<file path="src/rtl/cam_match_iter_pkg.sv">
// Shared CAM match-iterator definitions.
// Holds the entry geometry, the count width and the iterator state enum.
package cam_match_iter_pkg;

    localparam int ENTRIES = 128;
    localparam int IDX_W   = 7;
    localparam int CNT_W   = 8;

    typedef enum logic {
        IDLE,
        SCAN
    } state_e;

endpackage

</file>
<file path="src/rtl/cam_match_iter_if.sv">
// Handshake bundle between the CAM lookup stage, the iterator and its consumer.
// Inputs:  match_valid/match_vec/flush from the lookup side, res_ready from the consumer.
// Outputs: match_ready to the lookup side; res_valid/hit/idx/last/cnt to the consumer.
interface cam_match_iter_if;
    import cam_match_iter_pkg::*;

    logic               match_valid;
    logic               match_ready;
    logic [ENTRIES-1:0] match_vec;
    logic               flush;
    logic               res_valid;
    logic               res_ready;
    logic               res_hit;
    logic [IDX_W-1:0]   res_idx;
    logic               res_last;
    logic [CNT_W-1:0]   res_cnt;

    modport master (
        output match_valid, match_vec, flush, res_ready,
        input  match_ready, res_valid, res_hit, res_idx, res_last, res_cnt
    );

    modport slave (
        input  match_valid, match_vec, flush, res_ready,
        output match_ready, res_valid, res_hit, res_idx, res_last, res_cnt
    );

endinterface

</file>
<file path="src/rtl/cam_match_iter_prienc.sv">
// Lowest-set-bit priority encoder over the 128-entry pending vector.
// Inputs: pend (128 bits). Outputs: res_idx (7 bits), 0 when pend is empty.
module prienc_128_7
    import cam_match_iter_pkg::*;
(
    input  logic [ENTRIES-1:0] pend,
    output logic [IDX_W-1:0]   res_idx
);

    // Scanning from the top down lets the lowest set bit win.
    always_comb begin
        res_idx = '0;
        for (int i = ENTRIES - 1; i >= 0; i--) begin
            if (pend[i]) begin
                res_idx = IDX_W'(i);
            end
        end
    end

endmodule

</file>
<file path="src/rtl/cam_match_iter.sv">
// Iterates a CAM match vector, emitting one beat per matching entry, lowest first.
// Ports: clk, rst_n (async active-low), bus (slave side of cam_match_iter_if).
module cam_match_iter #(
    parameter int ENTRIES = cam_match_iter_pkg::ENTRIES,
    parameter int IDX_W   = cam_match_iter_pkg::IDX_W
) (
    input  logic              clk,
    input  logic              rst_n,
    cam_match_iter_if.slave   bus
);
    import cam_match_iter_pkg::state_e;
    import cam_match_iter_pkg::IDLE;
    import cam_match_iter_pkg::SCAN;

    state_e             state_q, state_d;
    logic [ENTRIES-1:0] pend_q, pend_d;
    logic [ENTRIES-1:0] pend_rest;
    logic [7:0]         cnt_q, cnt_d;
    logic [IDX_W-1:0]   low_idx;
    logic               hit;
    logic               last;

    prienc_128_7 u_prienc (
        .pend    (pend_q),
        .res_idx (low_idx)
    );

    // pend with its lowest set bit removed; empty means at most one bit left.
    assign pend_rest = pend_q & (pend_q - ENTRIES'(1));
    assign hit       = |pend_q;
    assign last      = ~|pend_rest;

    assign bus.match_ready = (state_q == IDLE) && !bus.flush;
    assign bus.res_valid   = (state_q == SCAN);
    assign bus.res_hit     = hit;
    assign bus.res_idx     = low_idx;
    assign bus.res_last    = last;
    assign bus.res_cnt     = cnt_q;

    always_comb begin
        state_d = state_q;
        pend_d  = pend_q;
        cnt_d   = cnt_q;
        if (bus.flush) begin
            state_d = IDLE;
            pend_d  = '0;
            cnt_d   = '0;
        end else begin
            unique case (state_q)
                IDLE: begin
                    if (bus.match_valid) begin
                        pend_d  = bus.match_vec;
                        cnt_d   = '0;
                        state_d = SCAN;
                    end
                end
                SCAN: begin
                    if (bus.res_ready) begin
                        if (hit) begin
                            pend_d = pend_rest;
                            cnt_d  = cnt_q + 8'd1;
                            if (last) begin
                                state_d = IDLE;
                            end
                        end else begin
                            // Empty vector: its single miss beat is done.
                            state_d = IDLE;
                        end
                    end
                end
                default: state_d = IDLE;
            endcase
        end
    end

    always_ff @(posedge clk or negedge rst_n) begin
        if (!rst_n) begin
            state_q <= IDLE;
            pend_q  <= '0;
            cnt_q   <= '0;
        end else begin
            state_q <= state_d;
            pend_q  <= pend_d;
            cnt_q   <= cnt_d;
        end
    end

endmodule

</file>
<file path="src/flat_wrapper.sv">
// flat-port wrapper written by rule: the top's interface ports become plain ports
module cam_match_iter_flat import cam_match_iter_pkg::state_e; import cam_match_iter_pkg::IDLE; import cam_match_iter_pkg::SCAN;
#(
    parameter int ENTRIES = cam_match_iter_pkg::ENTRIES,
    parameter int IDX_W   = cam_match_iter_pkg::IDX_W
)
  (clk, rst_n, bus_match_valid, bus_match_vec, bus_flush, bus_res_ready, bus_match_ready, bus_res_valid, bus_res_hit, bus_res_idx, bus_res_last, bus_res_cnt);
  cam_match_iter_if bus_i ();
  input  logic clk;
  input  logic rst_n;
  input wire logic [$bits(bus_i.match_valid)-1:0] bus_match_valid;
  input wire logic [$bits(bus_i.match_vec)-1:0] bus_match_vec;
  input wire logic [$bits(bus_i.flush)-1:0] bus_flush;
  input wire logic [$bits(bus_i.res_ready)-1:0] bus_res_ready;
  output wire logic [$bits(bus_i.match_ready)-1:0] bus_match_ready;
  output wire logic [$bits(bus_i.res_valid)-1:0] bus_res_valid;
  output wire logic [$bits(bus_i.res_hit)-1:0] bus_res_hit;
  output wire logic [$bits(bus_i.res_idx)-1:0] bus_res_idx;
  output wire logic [$bits(bus_i.res_last)-1:0] bus_res_last;
  output wire logic [$bits(bus_i.res_cnt)-1:0] bus_res_cnt;
  assign bus_i.match_valid = bus_match_valid;
  assign bus_i.match_vec = bus_match_vec;
  assign bus_i.flush = bus_flush;
  assign bus_i.res_ready = bus_res_ready;
  assign bus_match_ready = bus_i.match_ready;
  assign bus_res_valid = bus_i.res_valid;
  assign bus_res_hit = bus_i.res_hit;
  assign bus_res_idx = bus_i.res_idx;
  assign bus_res_last = bus_i.res_last;
  assign bus_res_cnt = bus_i.res_cnt;
  cam_match_iter #(.ENTRIES(ENTRIES), .IDX_W(IDX_W)) u_core (.clk(clk), .rst_n(rst_n), .bus(bus_i));
endmodule
</file>
<file path="config.mk">
export PLATFORM = sky130hd
export DESIGN_NAME = cam_match_iter_flat
export DESIGN_NICKNAME = d
export VERILOG_FILES = /design/src/rtl/cam_match_iter_pkg.sv /design/src/rtl/cam_match_iter_if.sv /design/src/rtl/cam_match_iter_prienc.sv /design/src/rtl/cam_match_iter.sv /design/src/flat_wrapper.sv
export SDC_FILE = /design/constraint.sdc
export NUM_CORES = 1
export LEC_CHECK = 0
export CORE_ASPECT_RATIO = 1.5
export CORE_MARGIN = 1.5
export CORE_UTILIZATION = 45
export CTS_BUF_LIST = sky130_fd_sc_hd__clkbuf_8
export DETAILED_ROUTE_END_ITERATION = 10
export PLACE_DENSITY_LB_ADDON = 0.3
export SLEW_MARGIN = 10
export SYNTH_ARGS = -nofsm -noshare
export SYNTH_HDL_FRONTEND = slang
export SYNTH_SLANG_ARGS = --single-unit
</file>
<file path="constraint.sdc">
create_clock -name clk -period 3.8 [get_ports clk]
set_clock_uncertainty 0.05 [all_clocks]
set_input_delay 0.76 -clock clk [delete_from_list [all_inputs] [get_ports clk]]
set_output_delay 0.76 -clock clk [all_outputs]
set_load 0.03 [all_outputs]
</file>
* Yosys cells after proc, flatten, opt, wreduce, memory -nomap -nowiden *
Cells that the tools add are included.

operators by class
  add/sub/neg operators = 2
  equal/unequal tests = 3
  muxes and demuxes = 144
  bitwise operators = 2
  reductions and logical operators = 6

operators with widths
  kind                                                   number
  2-to-1 mux 7 bit                                       128
  2-to-1 mux 128 bit                                     4
  one-hot mux 128 bit (2 select lines)                   1
  OR reduction 128 bit                                   2
  bitwise AND 128 bit                                    1
  subtractor 128 x 1 -> 128 bit (second input constant)  1
  2-to-1 mux 8 bit                                       4
  one-hot mux 8 bit (2 select lines)                     1
  != test 3 bit (second input constant)                  3
  adder 8 x 1 -> 8 bit (second input constant)           1
  2-to-1 mux 1 bit                                       5
  AND reduction 3 bit                                    1
  logical NOT 1 bit                                      2
  one-hot mux 1 bit (2 select lines)                     1
  logical AND 1 bit                                      1
  NOT 1 bit                                              1

word-level totals
  bits in registers = 137
  logic and storage cells = 160

* Logic depth before layout (Yosys ltp) *
  depth after elaboration = 128
  mapped depth = 14
  mapped depth without buffers = 9

* Cells and area by module *
A second synthesis with hierarchy kept.

second synthesis, totals
  cells, all modules = 1320
  area, all modules = 10420.0 um^2

by module, submodules not included
  module          times used  cells each  area an instance (um^2)
  cam_match_iter  1           1021        8717.1
  prienc_128_7    1           299         1702.9

* Least setup slack after synthesis *
Ideal clock, no wire load.

  kind = flip-flop to output port
  start = register u_core.pend_q[34]
  end = output bus_res_last
  data arrival time = 3.521 ns
  required time = 2.990 ns
  path slack = -0.531 ns
  cell stages (with the launch flop) = 13
  path buffers = 3
  cell sequence = dfrtp_1 > buf_6 > or4_1 > buf_2 > or4_4 > or4_4 > buf_6 > nor2_8 > nand4_2 > o21a_1 > nor4_1 > and4_1 > and2_1

between the ends
  longest elaborated chain between the ends = 4

ends and longest elaborated chain
  what                           line                  text
  from (decl)                    cam_match_iter.sv:16  logic [ENTRIES-1:0] pend_q, pend_d;
  from (signal assigned)         cam_match_iter.sv:83  pend_q <= pend_d;
  subtractor 128 x 1 -> 128 bit  cam_match_iter.sv:29  assign pend_rest = pend_q & (pend_q - ENTRIES'(1));
  bitwise AND 128 bit *          cam_match_iter.sv:29
  OR reduction 128 bit *         cam_match_iter.sv:31  assign last = ~|pend_rest;
  logical NOT 1 bit *            cam_match_iter.sv:31
  to (decl)                      flat_wrapper.sv:19    output wire logic [$bits(bus_i.res_last)-1:0] bus_res_last;

Every way passes the cells marked *; elsewhere a longest branch is shown, timed or not.

* Worst setup path in the final report *
  start = register u_core.pend_q[35]
  end = output bus_res_last

Same word-level chain as after synthesis.

==> results.py <==
metrics = {
    "routing": {
        "drc": 0,
        "wl_mm": 50.5,
        "wire_per_inst_um": 23.3,
        "firstDrtPassIters": 6,
        "route.vias.total": 14000,
        "detail-route-antenna-nets": 0,
        "vias_per_cell": 6.47,
        "drt_iter0_markers": 1496,
    },
    "clocking": {
        "cts_sinks": 137,
        "hold_buffers": 0,
        "numCtsBuffers": 17,
        "clk_pin_slew_ns": 0.08,
        "clockRootBuffer": "clkbuf_8",
        "clock_path_buffers": 2,
        "h-tree-depth": 4,
        "insertion_delay_ns": 0.50,
        "cts_tree": "built",
    },
    "die": {
        "io_pins": 152,
        "initial_core_util_pct": 45.9,
        "core-area_um2": 22400,
        "die_x_um": 126,
        "die_area_um2": 23800,
        "dieHeight_um": 188,
        "row_count": 67,
    },
    "yosys": {
        "synth_nets": 1553,
        "synth-simple-area-share_pct": 29.2,
        "syn_area_per_cell_um2": 7.24,
        "synth.largest_area_cell": "dfrtp_1",
        "synth_seq_area_share_pct": 33.4,
        "synth-edff-count": 0,
        "synth_top_family_by_area": "compound AO/OA/AOI/OAI gates",
        "ys_top_cells_by_area": "dfrtp_1 (33%), a21oi_1 (7.0%), o21ai_0 (7.0%)",
        "synth_fa_ha_area_share_pct": 0.219,
        "synth.area.mux_share_pct": 0.305,
        "async_reset_ff_share_pct": 100,
        "synthXorXnorAreaFrac_pct": 0,
        "ys_ff_latch": 137,
        "yosysUniqueCellTypes": 70,
        "synth_top_area_share_pct": 33.4,
        "synth_top_flop_cell": "dfrtp_1",
        "synth_area_um2": 10300,
        "synth_cells": 1419,
        "synth_warnings": 0,
        "synth_compound_area_share_pct": 30.7,
    },
    "placement": {
        "numPortBuffers": 151,
        "dpl.cell_count": 2107,
        "place.gp.congestion": 1.02,
        "post-dp-hpwl_mm": 37.2,
    },
    "worst_setup_path": {
        "worst_setup_path_end_kind": "primary output",
        "worstSetupPathType": "reg2out",
        "rrSetupSlack_ns": 0.02,
        "start_kind": "flip-flop",
        "required_ns": 2.99,
        "path_max_fanout": 3,
        "worstPathArrival_ns": 4.14,
    },
    "power_and_ir_drop": {
        "peakVddDrop_mv": 0.252,
        "p_leak_uw": 0.00698,
        "pwr_density_cell_nw_per_um2": 326,
    },
    "cells_and_area": {
        "fill_cells": 1827,
        "finalNetCount": 2010,
        "area_delta_synth_final_pct": 56.5,
        "drive_gt1_share_pct": 30.4,
        "stdcell_count": 2165,
    },
    "sta": {
        "hold_viol_final": 0,
        "rsz0062_at_grt": "true",
        "slew_viol_final": 0,
        "fin_crit_ns": 4.95,
        "setup-violations-final": 5,
        "max-slew-margin-rel_pct": 42.7,
        "tightest_slew_ns": 0.859,
        "holdWs_ns": 0.199,
        "period_share_pct": 130,
        "fmax_ghz": 0.202,
        "setup_slack_ns": -1.15,
    },
    "global_route": {
        "grt_first_pass_wirelength_mm": 77.1,
        "grt_antenna_before_repair": 2,
        "gr-total-overflow": 0,
        "grt_max_degree": 126,
        "grt_usage_pct": 42.2,
        "grt_pass1_vias": 14000,
    },
    "run_status": {
        "run_status": "finished with violations",
        "violations": "setup timing",
    },
    "job": {
        "drv_cap": 0,
    },
    "hold_path": {
        "hold_class": "in2async",
    },
}
## flip-flops by register name, summed over array words and instances (netlist names)
| name | cells |
|---|---|
| u_core.bus.res_cnt | 8 |
| u_core.bus.res_valid | 1 |
| u_core.pend_q | 128 |
## cell usage after synthesis (3+ instances only)
cell and instances:
nor2_1 177, nand2_1 174, a21oi_1 144, o21ai_0 144
dfrtp_1 137, clkbuf_1 107, a22oi_1 68, nor4_1 60
nor3_1 46, or4_1 40, inv_1 36, nand3_1 31
o31ai_1 24, nand4_1 22, o41ai_1 15, a31oi_1 13
or3_1 12, o21a_1 11, o211ai_1 10, or2_2 10
a211oi_1 8, buf_2 8, o2111ai_1 8, nand2b_1 7
nor2b_1 7, a21o_1 6, and4_1 6, o311ai_0 6
o31a_1 6, a2111oi_0 5, buf_1 5, o21bai_1 5
a221oi_1 4, and2_1 4, buf_6 4, a31o_2 3
and3_1 3, o21ai_1 3, or4_4 3
## placed cells by master (no fill, tap or decap), types with 6 or more instances in the layout
cell             netlist  routed
a211oi_1               8       7
a21o_1                 6       6
a21oi_1              144     134
a21oi_2                1       7
a22oi_1               68      68
a31oi_1               13      11
and4_1                 6       6
buf_12                 0      12
buf_4                  0     382
buf_6                  4      24
clkbuf_8               0      20
clkdlybuf4s50_1        0     140
dfrtp_1              137     136
inv_1                 36      37
nand2_1              174     174
nand2b_1               7       7
nand3_1               31      27
nand4_1               22      22
nor2_1               177     167
nor2_4                 0       6
nor2b_1                7       6
nor3_1                46      40
nor4_1                60      51
nor4_2                 1       8
o211ai_1              10      10
o21a_1                11      11
o21ai_0              144     129
o21ai_1                3      11
o31a_1                 6       6
o31ai_1               24      16
o31ai_4                0       6
o41ai_1               15      10
or2_2                 10       9
or3_1                 12      12
or4_1                 40      24
or4_4                  3      19
## per-layer routing
metal	vias up	part of all wire [%]	track usage [%]	wire length, um
met5	-	0	0	0
li1	6202	-	-	-
met1	6705	36	46.5	18000
met3	259	7.1	7.39	3580
met4	0	7.1	25.8	3590
met2	840	50	74.9	25400
## path summary, 6_finish.rpt
path                                          to                   from  cells past startpoint
hold reg to reg            u_core.bus.res_cnt[1]  u_core.bus.res_cnt[1]                      2
min in group clk           u_core.bus.res_cnt[1]  u_core.bus.res_cnt[1]                      2
hold / removal                  u_core.pend_q[3]                  rst_n                      1
max in group asynchronous      u_core.pend_q[83]                  rst_n                      2
setup reg to reg            u_core.bus.res_valid      u_core.pend_q[35]                     13
setup / recovery                    bus_res_last      u_core.pend_q[35]                     12
## kinds of logic after synthesis
group,Yosys count
flops,137
fa+ha+maj,2
simple gates,613
mux,3
buf+inv,160
compound gates,504
## power breakdown
group | switching, uW | internal (uW) | total, uW
sequential | 64.2 | 1530 | 1600
clock | 653 | 696 | 1350
combinational | 1250 | 1040 | 2300
## critical path: stages, from the launching register on
cell      delay, ns
dfrtp_1        0.40
or4_4          0.55
or4_4          0.58
or4_4          0.48
buf_6          0.15
buf_6          0.12
o41ai_2        0.21
nand4_1        0.19
a221oi_2       0.26
nand3_1        0.14
nor4_2         0.23
and2_4         0.19
buf_6          0.12
## repair_timing
action	in CTS	in global routing
buffers inserted	15	13
resized for setup	102	78
setup endpoints to repair	10	10
cloned	0	1
pin swaps	41	44
endpoints found under the hold margin	0	0
## final cells by class
class	count	area [um2]	area share [%]
Clock buffer	20	275	1.71
Multi-Input combinational cell	1122	6910	43.0
Tap cell	276	345	2.15
Antenna cell	1	2.50	0.0156
Clock inverter	11	148	0.919
Timing Repair Buffer	562	4820	30.0
Inverter	36	135	0.841
Sequential cell	137	3430	21.3
## per-stage QoR
step                power (uW)  instance area [um2]  setup TNS, ns  setup slack, ns  util (%)
floorplan                 2500                10300         -0.344           -0.344         -
global placement          3600                14700          -1.12           -0.797      65.6
detailed placement        3610                14700          -1.20           -0.853      65.6
CTS                       5070                15600          -2.00            -1.20      69.9
global route              5430                16100          -2.00            -1.24      71.8
finish                    5240                16100          -1.54            -1.15      71.8
(Power assumes the default switching activity.)
